### config.mk
export PLATFORM = sky130hd
export DESIGN_NAME = seq_pattern_gen
export DESIGN_NICKNAME = d
export VERILOG_FILES = /design/src/rtl/seq_pattern_gen.sv
export SDC_FILE = /design/constraint.sdc
export NUM_CORES = 1
export LEC_CHECK = 0
export BUFFER_PORTS_ARGS = -buffer_cell sky130_fd_sc_hd__buf_2
export CORE_MARGIN = 10
export CORE_UTILIZATION = 38
export DETAILED_ROUTE_END_ITERATION = 7
export GPL_TIMING_DRIVEN = 0
export SETUP_SLACK_MARGIN = 0.3
export SYNTH_ARGS = -nofsm -noshare
export SYNTH_HDL_FRONTEND = slang
export SYNTH_SLANG_ARGS = --single-unit
export TNS_END_PERCENT = 100
### constraint.sdc
create_clock -name clk -period 2.7 [get_ports clk]
set_clock_uncertainty 0.1 [all_clocks]
set_input_delay 0.135 -clock clk [delete_from_list [all_inputs] [get_ports clk]]
set_output_delay 0.135 -clock clk [all_outputs]
set_load 0.01 [all_outputs]
### src/rtl/seq_pattern_gen.sv
// seq_pattern_gen: serial bit-pattern transmitter.
// Sends a latched PAT_W-bit pattern MSB-first, one bit per clock, repeated
// repeat_n times with GAP idle cycles between repetitions. All outputs are
// registered; the first bit appears the cycle after start is accepted.
module seq_pattern_gen #(
    parameter int   PAT_W    = 4,
    parameter int   CNT_W    = 4,
    parameter int   GAP      = 0,
    parameter logic IDLE_BIT = 1'b0
) (
    input  logic             clk,
    input  logic             reset,
    input  logic             start,
    input  logic [PAT_W-1:0] pattern,
    input  logic [CNT_W-1:0] repeat_n,
    input  logic             abort,
    output logic             x,
    output logic             x_valid,
    output logic             busy,
    output logic             done,
    output logic [CNT_W-1:0] rep_left
);

    localparam int BIT_W = (PAT_W > 1) ? $clog2(PAT_W) : 1;
    localparam logic [BIT_W-1:0] BIT_LAST = BIT_W'(PAT_W - 1);

    typedef enum logic [1:0] {
        S_IDLE = 2'd0,
        S_SEND = 2'd1,
        S_GAP  = 2'd2,
        S_DONE = 2'd3
    } state_e;

    state_e             state_q, state_d;
    logic [PAT_W-1:0]   shift_q, shift_d;
    logic [PAT_W-1:0]   pat_q, pat_d;
    logic [CNT_W-1:0]   rep_q, rep_d;
    logic [BIT_W-1:0]   bit_cnt_q, bit_cnt_d;
    logic               x_q, x_d;
    logic               x_valid_q, x_valid_d;
    logic               busy_q, busy_d;
    logic               done_q, done_d;
    logic               gap_last_s;

    // Idle-gap counter exists only when repetitions are separated by a gap.
    generate
        if (GAP > 0) begin : g_gap
            localparam int GAP_W = $clog2(GAP + 1);
            localparam logic [GAP_W-1:0] GAP_LAST = GAP_W'(GAP - 1);
            logic [GAP_W-1:0] gap_cnt_q;

            // Count cycles spent in GAP; cleared whenever not mid-gap.
            always_ff @(posedge clk or negedge reset) begin
                if (!reset) begin
                    gap_cnt_q <= '0;
                end else if (state_q == S_GAP && !gap_last_s && !abort) begin
                    gap_cnt_q <= gap_cnt_q + GAP_W'(1);
                end else begin
                    gap_cnt_q <= '0;
                end
            end

            assign gap_last_s = (gap_cnt_q == GAP_LAST);
        end else begin : g_nogap
            assign gap_last_s = 1'b1;
        end
    endgenerate

    // Next-state and next-output decode; outputs describe the coming cycle.
    always_comb begin
        state_d   = state_q;
        shift_d   = shift_q;
        pat_d     = pat_q;
        rep_d     = rep_q;
        bit_cnt_d = bit_cnt_q;
        x_d       = IDLE_BIT;
        x_valid_d = 1'b0;
        busy_d    = 1'b0;
        done_d    = 1'b0;

        case (state_q)
            S_IDLE: begin
                if (start && !abort) begin
                    pat_d     = pattern;
                    shift_d   = pattern << 1;
                    bit_cnt_d = '0;
                    busy_d    = 1'b1;
                    if (repeat_n == '0) begin
                        state_d = S_DONE;
                        rep_d   = '0;
                        done_d  = 1'b1;
                    end else begin
                        state_d   = S_SEND;
                        rep_d     = repeat_n - CNT_W'(1);
                        x_d       = pattern[PAT_W-1];
                        x_valid_d = 1'b1;
                    end
                end else begin
                    state_d = S_IDLE;
                end
            end
            S_SEND: begin
                busy_d = 1'b1;
                if (bit_cnt_q == BIT_LAST) begin
                    if (rep_q == '0) begin
                        state_d = S_DONE;
                        done_d  = 1'b1;
                    end else if (GAP > 0) begin
                        state_d = S_GAP;
                    end else begin
                        // Back-to-back: next repetition's MSB with no bubble.
                        state_d   = S_SEND;
                        shift_d   = pat_q << 1;
                        bit_cnt_d = '0;
                        rep_d     = rep_q - CNT_W'(1);
                        x_d       = pat_q[PAT_W-1];
                        x_valid_d = 1'b1;
                    end
                end else begin
                    x_d       = shift_q[PAT_W-1];
                    x_valid_d = 1'b1;
                    shift_d   = shift_q << 1;
                    bit_cnt_d = bit_cnt_q + BIT_W'(1);
                end
            end
            S_GAP: begin
                busy_d = 1'b1;
                if (gap_last_s) begin
                    state_d   = S_SEND;
                    shift_d   = pat_q << 1;
                    bit_cnt_d = '0;
                    rep_d     = rep_q - CNT_W'(1);
                    x_d       = pat_q[PAT_W-1];
                    x_valid_d = 1'b1;
                end else begin
                    state_d = S_GAP;
                end
            end
            S_DONE: begin
                state_d = S_IDLE;
            end
            default: begin
                state_d = S_IDLE;
                rep_d   = '0;
            end
        endcase

        // Abort wins over everything, including a done pulse due this cycle.
        if (abort && state_q != S_IDLE) begin
            state_d   = S_IDLE;
            rep_d     = '0;
            bit_cnt_d = '0;
            x_d       = IDLE_BIT;
            x_valid_d = 1'b0;
            busy_d    = 1'b0;
            done_d    = 1'b0;
        end else begin
            state_d = state_d;
        end
    end

    // State, datapath and registered outputs.
    always_ff @(posedge clk or negedge reset) begin
        if (!reset) begin
            state_q   <= S_IDLE;
            shift_q   <= '0;
            pat_q     <= '0;
            rep_q     <= '0;
            bit_cnt_q <= '0;
            x_q       <= IDLE_BIT;
            x_valid_q <= 1'b0;
            busy_q    <= 1'b0;
            done_q    <= 1'b0;
        end else begin
            state_q   <= state_d;
            shift_q   <= shift_d;
            pat_q     <= pat_d;
            rep_q     <= rep_d;
            bit_cnt_q <= bit_cnt_d;
            x_q       <= x_d;
            x_valid_q <= x_valid_d;
            busy_q    <= busy_d;
            done_q    <= done_d;
        end
    end

    assign x        = x_q;
    assign x_valid  = x_valid_q;
    assign busy     = busy_q;
    assign done     = done_q;
    assign rep_left = rep_q;

endmodule

==> flow_metrics.tcl <==
set metrics [dict create \
    critical_path.startpoint "state_q[0]" \
    status "completed" \
    overflow 0 \
    reg2reg_depth 7 \
    avgViaCountPerCell 5.08 \
    routedWlPerCell_um 13.5 \
    slew_violations 0 \
    cp.required_ns 2.80 \
    post-cts-setup-buffer-count 0 \
    worst_path_max_delay_cell "dfrtp_1" \
    portBuffers 19 \
    setup_tns_ns 0 \
    grt_max_degree 20 \
    wirelength_mm 2.65 \
    r2r_start "state_q[0]" \
    tightest_slew_ns 0.516 \
    setup_violations 0 \
    power.leakage_nw 0.715 \
    antenna_found_initial 0 \
    cts_root_buffer "clkbuf_4" \
    synth_edf_count 0 \
    cp_cell_sequence "inv_1 > ha_1 > buf_6 > and2b_1 > inv_1 > a31o_2 > mux2_4" \
    core_mm2 0.00310 \
    path_delay_family "flip-flops" \
    whs_ns 0.0430 \
    synth.cell_area_mm2 0.00124 \
    dr.pass1.iters 4 \
    seq_area_frac_synth 0.383 \
    synth_fp_nets 144 \
    r2r_setup_slack_ns 0.61 \
    p_per_area_mw_per_mm2 1060 \
    power_mw 1.56 \
    grtUsageTotal 0.0916 \
    num_antenna_cells 0 \
    cp.arrival_ns 2.19 \
    cts_num_sinks 19 \
    crit_path_end_kind "flop" \
    synthCells 124 \
    num_vias 995 \
    cp.depth 7 \
    hold_path_class "primary input to flop" \
    grt_pass1_wl_mm 4.60 \
    dr.first_iter.drc_count 34 \
    fillers 326 \
    post_cts_resized 0 \
    numCtsBuffers 3 \
    cpMostUsedCell "inv_1" \
    hold_buffers 5 \
    io_pins 20 \
    slew_headroom 0.655 \
    hold_viol 0 \
    start_kind "flop" \
    yosysUniqueCellTypes 39 \
    syn_to_final_growth_pct 18.2 \
    irDropWorstVdd_mv 0.444 \
    cp_num_buf_inv 3 \
    critical_path.max_fanout 9 \
    syn_avg_cell_area_um2 10.0 \
    fin_crit_sh 0.775 \
    grt_pass1_vias 1011 \
    crit_type "flop to flop" \
    die_x_um 77.2 \
    fin_nets 173 \
    synthArstFlopShare 1.00 \
    fp.dieH_um 77.2 \
    synth-main-ff-cell "dfrtp_1" \
    crit_end "rep_left[0]" \
    hold_depth 2 \
    fp.dieArea_mm2 0.00596 \
    drv_cap 0 \
    max_freq_mhz 478 \
    regToRegEndpoint "rep_left[0]" \
    fin_crit_ns 2.09 \
    gp_congestion 0.796 \
    clk_path_buf_depth 2 \
    ant_nets 0 \
    rsz0062_at_grt "no" \
    clk_latency_ns 0.30 \
    htreeDepth 1 \
    ys_warn_count 0 \
    core.rowCount 20 \
    place.detailed.hpwl_mm 2.08 \
    start_util 0.400 \
    drc 0 \
    clk_pin_slew_ns 0.11 \
    synth-seq-cells 19 \
    drive_above_1_share 0.270 \
    cts_tree "built" \
    critPathMaxStageDelay_ns 0.45 \
]
-- metrics by stage --
stage / instances / area, µm² / worst slack [ns] / utilization
floorplan: 124 / 1240 / 0.796 / -
global placement: 187 / 1390 / 0.633 / 0.449
detailed placement: 187 / 1390 / 0.612 / 0.449
CTS: 196 / 1470 / 0.597 / 0.473
global route: 196 / 1470 / 0.493 / 0.473
finish: 196 / 1470 / 0.608 / 0.473
-- how the worst min path moves through the flow --
stage               startpoint           end  slack [ns]
finish                   abort  bit_cnt_q[1]        0.04
global route             abort  bit_cnt_q[1]        0.05
CTS                      abort  bit_cnt_q[1]        0.04
detailed placement       reset       x_valid       0.008
global placement         reset       x_valid       0.004
floorplan                reset  bit_cnt_q[0]       -0.26
-- where the power goes --
group          internal [mW]  total [mW]  switching [mW]
combinational          0.453       0.906           0.453
sequential             0.409       0.505          0.0954
clock                 0.0575       0.146          0.0886
total                  0.920        1.56           0.637
-- synthesized netlist by cell type, types with 2 or more instances --
library cell | n | area [µm²]
o21ai_0 | 3 | 15.0
nand2_1 | 6 | 22.5
buf_2 | 3 | 15.0
ha_1 | 8 | 100
nand2b_1 | 3 | 18.8
a22oi_1 | 2 | 15.0
mux2_4 | 3 | 45.0
nor2b_1 | 2 | 12.5
dfrtp_1 | 19 | 475
mux2_2 | 7 | 78.8
nor2_1 | 8 | 30.0
o2bb2ai_1 | 3 | 26.3
xor2_1 | 2 | 17.5
nand3b_1 | 2 | 15.0
nor3b_1 | 2 | 15.0
a21oi_1 | 11 | 55.1
mux2i_1 | 3 | 30.0
a31oi_1 | 2 | 12.5
nand3_1 | 2 | 10.0
nor3_1 | 6 | 30.0
inv_1 | 9 | 33.8
-- cell usage in the layout (no fill, tap or decap), types with 5 or more instances in the layout --
cell	netlist	final
dlygate4sd3_1	0	5
mux2_2	7	7
a21oi_1	11	11
nor3_1	6	6
ha_1	8	8
dfrtp_1	19	19
buf_2	3	22
nand2_1	6	6
nor2_1	8	8
inv_1	9	9
-- registers in the layout (all words and copies together) (netlist names) --
signal / flops
pat_q: 4
rep_left: 4
shift_q: 3
bit_cnt_q: 2
state_q: 2
busy: 1
done: 1
x: 1
x_valid: 1
-- logic make-up after synthesis --
| group | share of synthesized area |
|---|---|
| buffers and inverters | 0.0514 |
| and+or+nand+nor | 0.185 |
| muxes | 0.124 |
| DFF | 0.383 |
| AOI/OAI and AO/OA | 0.162 |
| adders and majority gates | 0.0806 |
| xor gates and xnor gates | 0.0141 |
-- area by class of cell --
cell class	instances	area (µm²)	share of cell area
multi-input combinational	91	703	0.479
clock buffer	4	26.3	0.0179
sequential	19	475	0.324
tap	44	55.1	0.0375
timing repair buffer	24	145	0.0988
inverter	9	33.8	0.0230
buffer	5	30.0	0.0204
-- per-layer routing --
layer | global-route usage | part of all wire
met5 | 0 | 0
met4 | 0.0347 | 0.0091
met3 | 0.0291 | 0.051
met2 | 0.153 | 0.48
met1 | 0.106 | 0.46
(Power assumes the default switching activity.)
